$ cat src/rtl/parity_sweep_ctrl.sv
// parity_sweep_ctrl: exhaustive sweep of a parity unit against a golden masked parity, with error count and first-fail capture
module parity_sweep_ctrl #(
    parameter int              WIDTH  = 9,
    parameter logic [WIDTH-1:0] MASK  = 9'h1EF,
    parameter int              SETTLE = 1,
    parameter int              ERR_W  = 10
) (
    input  logic             clk,
    input  logic             rst,
    input  logic             start,
    input  logic             abort,
    output logic [WIDTH-1:0] dut_a,
    input  logic             dut_parity,
    output logic             busy,
    output logic             done,
    output logic             pass,
    output logic [ERR_W-1:0] err_count,
    output logic [WIDTH-1:0] first_fail,
    output logic             first_fail_valid
);
    typedef enum logic [1:0] {IDLE, WAIT, CHECK, DONE} state_t;
    state_t           state_q, state_d;
    logic [WIDTH-1:0] vec_q, vec_d, ff_q, ff_d;
    logic [ERR_W-1:0] err_q, err_d;
    logic [3:0]       cnt_q, cnt_d;
    logic             ffv_q, ffv_d, busy_q, busy_d, done_q, done_d, pass_q, pass_d;
    logic             mismatch;
    // case-inequality so X/Z from the unit under test counts as a failure
    assign mismatch = dut_parity !== ^(vec_q & MASK);
    always_comb begin
        state_d = state_q;
        vec_d   = vec_q;
        cnt_d   = cnt_q;
        err_d   = err_q;
        ff_d    = ff_q;
        ffv_d   = ffv_q;
        busy_d  = busy_q;
        done_d  = done_q;
        pass_d  = pass_q;
        case (state_q)
            IDLE, DONE: if (start) begin
                state_d = WAIT;
                vec_d   = '0;
                cnt_d   = '0;
                err_d   = '0;
                ff_d    = '0;
                ffv_d   = 1'b0;
                busy_d  = 1'b1;
                done_d  = 1'b0;
                pass_d  = 1'b0;
            end
            WAIT: begin
                state_d = (cnt_q == 4'(SETTLE - 1)) ? CHECK : WAIT;
                cnt_d   = (cnt_q == 4'(SETTLE - 1)) ? '0 : cnt_q + 4'd1;
            end
            CHECK: begin
                if (mismatch) begin
                    err_d = (err_q == '1) ? err_q : err_q + 1'b1;
                    ff_d  = ffv_q ? ff_q : vec_q;
                    ffv_d = 1'b1;
                end
                if (vec_q == '1) begin
                    state_d = DONE;
                    vec_d   = '0;
                    busy_d  = 1'b0;
                    done_d  = 1'b1;
                    pass_d  = (err_d == '0);
                end else begin
                    state_d = WAIT;
                    vec_d   = vec_q + 1'b1;
                end
            end
            default: state_d = IDLE;
        endcase
        // abort overrides start and any transition, but keeps the results for debug
        if (abort && state_q != IDLE) begin
            state_d = IDLE;
            vec_d   = '0;
            cnt_d   = '0;
            busy_d  = 1'b0;
            done_d  = 1'b0;
            pass_d  = 1'b0;
        end
    end
    always_ff @(posedge clk) begin
        if (rst) begin
            state_q <= IDLE;
            vec_q   <= '0;
            cnt_q   <= '0;
            err_q   <= '0;
            ff_q    <= '0;
            ffv_q   <= 1'b0;
            busy_q  <= 1'b0;
            done_q  <= 1'b0;
            pass_q  <= 1'b0;
        end else begin
            state_q <= state_d;
            vec_q   <= vec_d;
            cnt_q   <= cnt_d;
            err_q   <= err_d;
            ff_q    <= ff_d;
            ffv_q   <= ffv_d;
            busy_q  <= busy_d;
            done_q  <= done_d;
            pass_q  <= pass_d;
        end
    end
    assign dut_a            = vec_q;
    assign busy             = busy_q;
    assign done             = done_q;
    assign pass             = pass_q;
    assign err_count        = err_q;
    assign first_fail       = ff_q;
    assign first_fail_valid = ffv_q;
endmodule

$ cat config.mk
export PLATFORM = sky130hd
export DESIGN_NAME = parity_sweep_ctrl
export DESIGN_NICKNAME = d
export VERILOG_FILES = /design/src/rtl/parity_sweep_ctrl.sv
export SDC_FILE = /design/constraint.sdc
export NUM_CORES = 1
export LEC_CHECK = 0
export CORE_ASPECT_RATIO = 0.7
export CORE_UTILIZATION = 35
export DETAILED_ROUTE_END_ITERATION = 8
export GPL_ROUTABILITY_DRIVEN = 0
export SYNTH_ARGS = -nofsm -noshare
export SYNTH_HDL_FRONTEND = slang
export SYNTH_SLANG_ARGS = --single-unit
$ cat constraint.sdc
create_clock -name clk -period 3.1 [get_ports clk]
set_input_delay 0.465 -clock clk [delete_from_list [all_inputs] [get_ports clk]]
set_output_delay 0.465 -clock clk [all_outputs]
set_load 0.005 [all_outputs]
==> impl_metrics.xml, run 1 <==
<?xml version="1.0" encoding="UTF-8"?>
<metrics>
  <group name="status">
    <metric name="status" unit="">finished, final reports clean</metric>
  </group>
  <group name="clock_network">
    <metric name="clock_insertion_delay_worst_skew" unit="ps">290</metric>
    <metric name="ctsHoldBuffers" unit="">0</metric>
    <metric name="total_clock_buffers_created_by_cts" unit="">5</metric>
    <metric name="ctsRootBufferMaster" unit="">sky130_fd_sc_hd__clkbuf_8</metric>
    <metric name="cts_post_setup_buffers_inserted" unit="">0</metric>
    <metric name="clk_pin_slew_worst_paths" unit="ps">80</metric>
    <metric name="clock_tree.buffer_depth" unit="">2</metric>
    <metric name="cts_tree" unit="">yes</metric>
    <metric name="cts_sinks" unit="">38</metric>
    <metric name="cts_resized" unit="">0</metric>
    <metric name="ctsHtreeMaxLevel" unit="">2</metric>
  </group>
  <group name="critical_path">
    <metric name="critical_path_class" unit="">register to register</metric>
    <metric name="r2r_start" unit="">dut_a[6]</metric>
    <metric name="worstReg2RegEnd" unit="">pass</metric>
    <metric name="worst_setup_path_start_kind" unit="">register</metric>
    <metric name="critPathMaxFanout" unit="">19</metric>
    <metric name="crit_path_end_kind" unit="">register</metric>
    <metric name="timing.reg2reg.setup_slack" unit="ps">480</metric>
    <metric name="timing.critical_path.required" unit="ps">3340</metric>
    <metric name="timing.reg2reg.worst_path_depth" unit="">7</metric>
    <metric name="worst-endpoint-arrival" unit="ps">2860</metric>
  </group>
  <group name="sta">
    <metric name="rsz0062_at_grt" unit="">false</metric>
    <metric name="setup_viol" unit="">0</metric>
    <metric name="fin_crit_sh" unit="%">84.6</metric>
    <metric name="max_slew.worst_pin.slew" unit="ps">919</metric>
    <metric name="max_freq" unit="MHz">381</metric>
    <metric name="worst_slew_margin_rel" unit="%">38.8</metric>
    <metric name="drv_slew" unit="">0</metric>
    <metric name="timing.hold.ws" unit="ps">488</metric>
    <metric name="aggregate_negative_setup_slack" unit="ps">0</metric>
    <metric name="fin_crit" unit="ps">2620</metric>
    <metric name="hold_viol_final" unit="">0</metric>
    <metric name="finalClockSkew" unit="ps">8.83</metric>
  </group>
  <group name="finish">
    <metric name="area_delta_synth_final" unit="%">27.7</metric>
    <metric name="layout-drive-gt1-share" unit="%">6.29</metric>
    <metric name="finalInstanceArea" unit="µm²">2590</metric>
    <metric name="instances_no_fill" unit="">358</metric>
    <metric name="diodes" unit="">0</metric>
    <metric name="nNetsFinal" unit="">300</metric>
  </group>
  <group name="route">
    <metric name="antenna_violating_nets_post_route" unit="">0</metric>
    <metric name="vias_per_std_cell" unit="">5.35</metric>
    <metric name="avg_wl_per_cell" unit="µm">14.3</metric>
    <metric name="detail_route.iter0.violations" unit="">110</metric>
    <metric name="wirelength" unit="µm">5120</metric>
    <metric name="post-route-drc-count" unit="">0</metric>
    <metric name="drt-pass1-iter-count" unit="">4</metric>
    <metric name="detailroute.via_count" unit="">1914</metric>
  </group>
  <group name="min_path">
    <metric name="hold_path_startpoint" unit="">done</metric>
    <metric name="hold_path_endpoint" unit="">done</metric>
    <metric name="worstHoldPathType" unit="">register to register</metric>
    <metric name="hold_depth" unit="">2</metric>
  </group>
  <group name="synth">
    <metric name="synthFlopType" unit="">sky130_fd_sc_hd__dfxtp_1</metric>
    <metric name="post_synth_instance_area" unit="µm²">2030</metric>
    <metric name="synthesis.yosys.warnings" unit="">0</metric>
    <metric name="synthesis.nets" unit="">266</metric>
    <metric name="avgSynthCellArea" unit="µm²">8.08</metric>
    <metric name="postSynthRegisterBits" unit="">38</metric>
    <metric name="synth_cell_types" unit="">45</metric>
    <metric name="seq_area_frac_synth" unit="%">37.5</metric>
    <metric name="number_of_flops_mapped_to_enable_cells_by_yosys" unit="">0</metric>
    <metric name="postSynth.asyncResetShare" unit="%">0</metric>
    <metric name="post_synth_inst_count" unit="">251</metric>
  </group>
  <group name="placed_design">
    <metric name="placed_area" unit="µm²">2450</metric>
    <metric name="total_half_perimeter_wirelength_after_legalization_and_detailed_placement" unit="µm">3650</metric>
    <metric name="placedCellCount" unit="">350</metric>
    <metric name="io_buffers" unit="">36</metric>
  </group>
  <group name="power_and_ir_drop">
    <metric name="power_density" unit="nW/µm²">445</metric>
    <metric name="power.clock.fraction" unit="%">45.6</metric>
    <metric name="design_power_total" unit="W">0.00115</metric>
    <metric name="switching_power" unit="W">0.000269</metric>
    <metric name="cell_internal_pwr" unit="W">0.000883</metric>
    <metric name="switching_part_of_the_total" unit="%">23.3</metric>
    <metric name="power.ir.vdd_worst" unit="V">0.000198</metric>
    <metric name="static-leakage-power" unit="nW">0.941</metric>
    <metric name="sequential_cell_fraction_of_total_power" unit="%">43.3</metric>
    <metric name="p_comb_share" unit="%">11.1</metric>
  </group>
  <group name="global_route">
    <metric name="maximum_number_of_pins_on_one_net_before_global_route_repair" unit="">22</metric>
    <metric name="grt_pass1_vias" unit="">1724</metric>
    <metric name="global_route_wire_length_before_repair" unit="µm">8410</metric>
    <metric name="grt_antenna_before_repair" unit="">0</metric>
    <metric name="global_route.usage.total" unit="%">17.6</metric>
    <metric name="grt.overflow.total" unit="">0</metric>
  </group>
  <group name="die">
    <metric name="coreArea" unit="µm²">5400</metric>
    <metric name="placementRows" unit="">22</metric>
    <metric name="die-height" unit="µm">65.7</metric>
    <metric name="initial_core_util" unit="%">37.6</metric>
    <metric name="design.portCount" unit="">37</metric>
    <metric name="die_area" unit="µm²">6110</metric>
    <metric name="die-width" unit="µm">93.0</metric>
  </group>
  <group name="job">
    <metric name="drv.max_cap_violation_count" unit="">0</metric>
  </group>
</metrics>
-- power by group through the flow --
stage / registers [W] / logic (W) / clock network (W)
2_1_floorplan: 0.000509 / 0.0000943 / 0
3_3_place_gp: 0.000510 / 0.000126 / 0
3_5_place_dp: 0.000510 / 0.000127 / 0
4_1_cts: 0.000499 / 0.000127 / 0.000533
5_1_grt: 0.000500 / 0.000141 / 0.000553
6_report: 0.000499 / 0.000127 / 0.000525
-- synthesized netlist by cell type (all sizes together) (2+ instances only) --
cell type	instances	area, µm²
nand4	5	31.3
and3	3	23.8
nor2b	3	18.8
inv	11	41.3
ha	10	125
dfxtp	38	761
mux2	2	26.3
o22ai	2	12.5
and2	2	15.0
o21ai	10	50.0
a32oi	2	17.5
a21o	4	30.0
xnor2	5	43.8
nor2	40	153
xor2	4	35.0
or2	2	12.5
or3	4	25.0
and4	2	17.5
a21oi	22	110
a22oi	11	82.6
nand2b	3	18.8
a311oi	2	17.5
clkbuf	10	37.5
buf	2	16.3
a31oi	5	31.3
nand3	10	50.1
nor3	10	50.1
nand2	17	63.8
-- sequential cells by signal (all words and copies together) (netlist names), 2 cells and up --
name        count
dut_a           9
first_fail      9
err_count      10
state_q         2
cnt_q           4
-- per-stage QoR --
step	setup WS (ps)	utilization, %
2_1_floorplan	828	-
3_3_place_gp	383	45.4
3_5_place_dp	279	45.4
4_1_cts	461	48.0
5_1_grt	305	48.0
6_report	477	48.0
-- logic make-up after synthesis --
group                    after synthesis  share of synthesized area [%]
AND/OR/NAND/NOR                      104                           24.9
adder cells (fa/ha/maj)               10                           6.17
AO/OA/AOI/OAI                         64                           20.4
multiplexers                           2                           1.30
XOR/XNOR                              10                           5.06
flip-flops                            38                           37.5
buffers and inverters                 23                           4.69
-- layer usage --
layer / global-route usage, % / vias to the layer above / routed length (µm)
met5: 0 / - / 0
met4: 4.62 / 0 / 47
met3: 4.17 / 6 / 315
met2: 23.6 / 58 / 2080
met1: 27.3 / 885 / 2670
li1: - / 965 / -
-- layout make-up --
cell class,count,area (µm²)
well taps,72,90.1
repair buffers,39,383
inverters,11,41.3
fillers,548,2810
clock buffers,6,82.6
multi-input cells,190,1170
clock inverters,2,60.1
flip-flops and latches,38,761
-- worst max-delay path by stage --
stage                          start   end  cells past startpoint
final                       dut_a[6]  pass                      7
after global placement    dut_parity  pass                      7
after detailed placement  dut_parity  pass                      7
after CTS                   dut_a[6]  pass                      7
after floorplan             dut_a[6]  pass                      8
after global routing        dut_a[6]  pass                      7
-- worst max-delay path, stage by stage (launching register included) --
cell and delay, ps:
sky130_fd_sc_hd__dfxtp_1 420, sky130_fd_sc_hd__ha_1 270, sky130_fd_sc_hd__xnor2_1 200, sky130_fd_sc_hd__xnor3_2 530
sky130_fd_sc_hd__and3_4 250, sky130_fd_sc_hd__mux2_4 290, sky130_fd_sc_hd__a2111oi_1 400, sky130_fd_sc_hd__a31o_1 200
-- layout by cell type (no fill, tap or decap), types with 2 or more instances in the layout --
cell type and count:
sky130_fd_sc_hd__and3_1 2, sky130_fd_sc_hd__nand2_1 17, sky130_fd_sc_hd__a22oi_1 11, sky130_fd_sc_hd__a21oi_1 22, sky130_fd_sc_hd__bufinv_16 2, sky130_fd_sc_hd__nor2b_1 3, sky130_fd_sc_hd__o22ai_1 2, sky130_fd_sc_hd__a32oi_1 2
sky130_fd_sc_hd__nand3_1 10, sky130_fd_sc_hd__clkbuf_8 6, sky130_fd_sc_hd__ha_1 10, sky130_fd_sc_hd__a311oi_1 2, sky130_fd_sc_hd__inv_1 11, sky130_fd_sc_hd__nor2_1 39, sky130_fd_sc_hd__xor2_1 4, sky130_fd_sc_hd__nor3_1 10
sky130_fd_sc_hd__o21ai_1 3, sky130_fd_sc_hd__o21ai_0 7, sky130_fd_sc_hd__clkdlybuf4s50_1 36, sky130_fd_sc_hd__nand4_1 5, sky130_fd_sc_hd__and4_1 2, sky130_fd_sc_hd__buf_4 3, sky130_fd_sc_hd__a21o_1 4, sky130_fd_sc_hd__xnor2_1 5
sky130_fd_sc_hd__or3_1 4, sky130_fd_sc_hd__nand2b_1 3, sky130_fd_sc_hd__a31oi_1 5, sky130_fd_sc_hd__dfxtp_1 38
(Power assumes the default switching activity.)
==> run 2: changes to the inputs <==
clock period = 2.47 ns   (was 3.1 ns; I/O delays follow)
==> impl_metrics.xml, run 2 (synthesized netlist as in run 1, its figures left out) <==
<?xml version="1.0" encoding="UTF-8"?>
<metrics>
  <group name="status">
    <metric name="status" unit="">finished, final reports clean</metric>
  </group>
  <group name="global_route">
    <metric name="global_route.usage.total" unit="%">18.3</metric>
    <metric name="maximum_number_of_pins_on_one_net_before_global_route_repair" unit="">22</metric>
    <metric name="grt_pass1_vias" unit="">1781</metric>
    <metric name="global_route_wire_length_before_repair" unit="µm">8670</metric>
    <metric name="grt.overflow.total" unit="">0</metric>
    <metric name="grt_antenna_before_repair" unit="">0</metric>
  </group>
  <group name="placed_design">
    <metric name="io_buffers" unit="">36</metric>
    <metric name="total_half_perimeter_wirelength_after_legalization_and_detailed_placement" unit="µm">3850</metric>
    <metric name="placed_area" unit="µm²">2570</metric>
  </group>
  <group name="die">
    <metric name="initial_core_util" unit="%">37.6</metric>
    <metric name="die-height" unit="µm">65.7</metric>
    <metric name="die-width" unit="µm">93.0</metric>
    <metric name="die_area" unit="µm²">6110</metric>
    <metric name="design.portCount" unit="">37</metric>
    <metric name="coreArea" unit="µm²">5400</metric>
    <metric name="placementRows" unit="">22</metric>
  </group>
  <group name="finish">
    <metric name="largest_register_ff_count" unit="">10</metric>
    <metric name="area_delta_synth_final" unit="%">35.4</metric>
    <metric name="seqCellArea" unit="µm²">762</metric>
    <metric name="multiInputGateArea" unit="µm²">1190</metric>
    <metric name="nNetsFinal" unit="">318</metric>
    <metric name="finalInstanceArea" unit="µm²">2750</metric>
    <metric name="diodes" unit="">0</metric>
    <metric name="layout.filler_cells" unit="">537</metric>
    <metric name="layout-drive-gt1-share" unit="%">13.2</metric>
    <metric name="mostFrequentLayoutCell" unit="">sky130_fd_sc_hd__nor2_1</metric>
    <metric name="final_cell_mix" unit="">sky130_fd_sc_hd__nor2_1, sky130_fd_sc_hd__dfxtp_1, sky130_fd_sc_hd__clkdlybuf4s50_1, sky130_fd_sc_hd__a21oi_1, sky130_fd_sc_hd__buf_4</metric>
  </group>
  <group name="clock_network">
    <metric name="ctsRootBufferMaster" unit="">sky130_fd_sc_hd__clkbuf_8</metric>
    <metric name="cts_sinks" unit="">38</metric>
    <metric name="ctsHoldBuffers" unit="">0</metric>
    <metric name="clk_pin_slew_worst_paths" unit="ps">80</metric>
    <metric name="clock_insertion_delay_worst_skew" unit="ps">290</metric>
    <metric name="clock_tree.buffer_depth" unit="">2</metric>
    <metric name="total_clock_buffers_created_by_cts" unit="">5</metric>
    <metric name="cts_tree" unit="">yes</metric>
    <metric name="ctsHtreeMaxLevel" unit="">2</metric>
  </group>
  <group name="sta">
    <metric name="fin_crit_sh" unit="%">96.4</metric>
    <metric name="max_slew.worst_pin.slew" unit="ps">832</metric>
    <metric name="worst_slew_margin_rel" unit="%">44.2</metric>
    <metric name="max_freq" unit="MHz">420</metric>
    <metric name="drv_slew" unit="">0</metric>
    <metric name="fin_crit" unit="ps">2380</metric>
    <metric name="aggregate_negative_setup_slack" unit="ps">0</metric>
    <metric name="hold_viol_final" unit="">0</metric>
    <metric name="finalClockSkew" unit="ps">5.70</metric>
    <metric name="setup_viol" unit="">0</metric>
  </group>
  <group name="route">
    <metric name="detailroute.via_count" unit="">1995</metric>
    <metric name="avg_wl_per_cell" unit="µm">14.3</metric>
    <metric name="antenna_violating_nets_post_route" unit="">0</metric>
    <metric name="wirelength" unit="µm">5390</metric>
    <metric name="detail_route.iter0.violations" unit="">146</metric>
    <metric name="detailroute.wirelength.met2" unit="µm">2260</metric>
    <metric name="drt-pass1-iter-count" unit="">4</metric>
    <metric name="vias_per_std_cell" unit="">5.31</metric>
    <metric name="route.layer.met1.wl" unit="µm">2750</metric>
    <metric name="post-route-drc-count" unit="">0</metric>
    <metric name="met3WireLength" unit="µm">338</metric>
    <metric name="top_signal_layer_used" unit="">met4</metric>
  </group>
  <group name="critical_path">
    <metric name="critical_path_class" unit="">register to register</metric>
    <metric name="worst_setup_path_start_kind" unit="">register</metric>
    <metric name="timing.critical_path.from" unit="">dut_a[2]</metric>
    <metric name="r2r_start" unit="">dut_a[2]</metric>
    <metric name="crit_path_end_kind" unit="">register</metric>
    <metric name="timing.critical_path.required" unit="ps">2710</metric>
    <metric name="worst-endpoint-arrival" unit="ps">2620</metric>
    <metric name="critPathMaxFanout" unit="">11</metric>
  </group>
  <group name="power_and_ir_drop">
    <metric name="power.ir.vdd_worst" unit="V">0.000330</metric>
    <metric name="switching_power" unit="W">0.000342</metric>
    <metric name="power.clock.fraction" unit="%">44.6</metric>
    <metric name="p_comb_share" unit="%">13.1</metric>
    <metric name="cell_internal_pwr" unit="W">0.00113</metric>
    <metric name="sequential_cell_fraction_of_total_power" unit="%">42.3</metric>
    <metric name="switching_part_of_the_total" unit="%">23.2</metric>
    <metric name="static-leakage-power" unit="nW">1.04</metric>
    <metric name="power_density" unit="nW/µm²">537</metric>
  </group>
  <group name="min_path">
    <metric name="worstHoldPathType" unit="">register to register</metric>
    <metric name="hold_path_startpoint" unit="">done</metric>
  </group>
  <group name="job">
    <metric name="drv.max_cap_violation_count" unit="">0</metric>
  </group>
</metrics>
-- run 2: metal layers --
layer	global-route usage (%)	up-vias
li1	-	997
met1	27.5	924
met2	25.8	67
met3	4.28	7
met4	4.42	0
met5	0	-
-- run 2: final cells by class --
cell class              instances  area share (%)
multi-input cells             190            43.3
flip-flops and latches         38            27.7
repair buffers                 57            19.0
well taps                      72            3.28
clock buffers                   6            3.01
clock inverters                 2            2.19
inverters                      11            1.50
-- run 2: path summary, 6_finish.rpt --
kind         endpoint  slack (ps)  depth (start not counted)
min reg2reg      done         490                          2
min              done         490                          2
max reg2reg      pass          90                          8
max              pass          90                          8
-- run 2: metrics by stage --
| step | hold slack, ps | util, % | total power (W) | std cells | setup WS, ps |
|---|---|---|---|---|---|
| after global routing | 526 | 50.9 | 0.00154 | 376 | -1.99 |
| after detailed placement | 476 | 47.7 | 0.000818 | 367 | -70.4 |
| after CTS | 492 | 50.4 | 0.00148 | 375 | 104 |
| after global placement | 476 | 47.7 | 0.000820 | 367 | -26.1 |
| final | 486 | 50.9 | 0.00147 | 376 | 87.9 |
| after floorplan | 462 | - | 0.000757 | 251 | 198 |
-- run 2: repair_timing --
action	CTS	global route
endpoints found under the hold margin	0	0
endpoints found under the setup margin	0	1
buffers inserted	0	1
resized for setup	0	5
-- run 2: power by group through the flow --
stage | clock network [W] | registers [W] | logic, W
after detailed placement | 0 | 0.000638 | 0.000181
after floorplan | 0 | 0.000639 | 0.000118
after global routing | 0.000700 | 0.000625 | 0.000213
final | 0.000657 | 0.000623 | 0.000193
after CTS | 0.000674 | 0.000623 | 0.000182
after global placement | 0 | 0.000638 | 0.000182
-- run 2: worst max-delay path: stages (launching register included) --
cell and delay, ps:
sky130_fd_sc_hd__dfxtp_2 360, sky130_fd_sc_hd__ha_1 330, sky130_fd_sc_hd__xnor2_2 150, sky130_fd_sc_hd__xnor3_2 390
sky130_fd_sc_hd__buf_6 170, sky130_fd_sc_hd__nand2_1 60, sky130_fd_sc_hd__or3_1 410, sky130_fd_sc_hd__a221oi_2 280
sky130_fd_sc_hd__a31o_1 180
==> run 3: changes to the inputs <==
SKIP_CTS_REPAIR_TIMING = 1   (was unset)
SKIP_LAST_GASP = 1   (was unset)
==> results of run 3 <==
Final layout, timing and power as in run 2 (identical DEF).
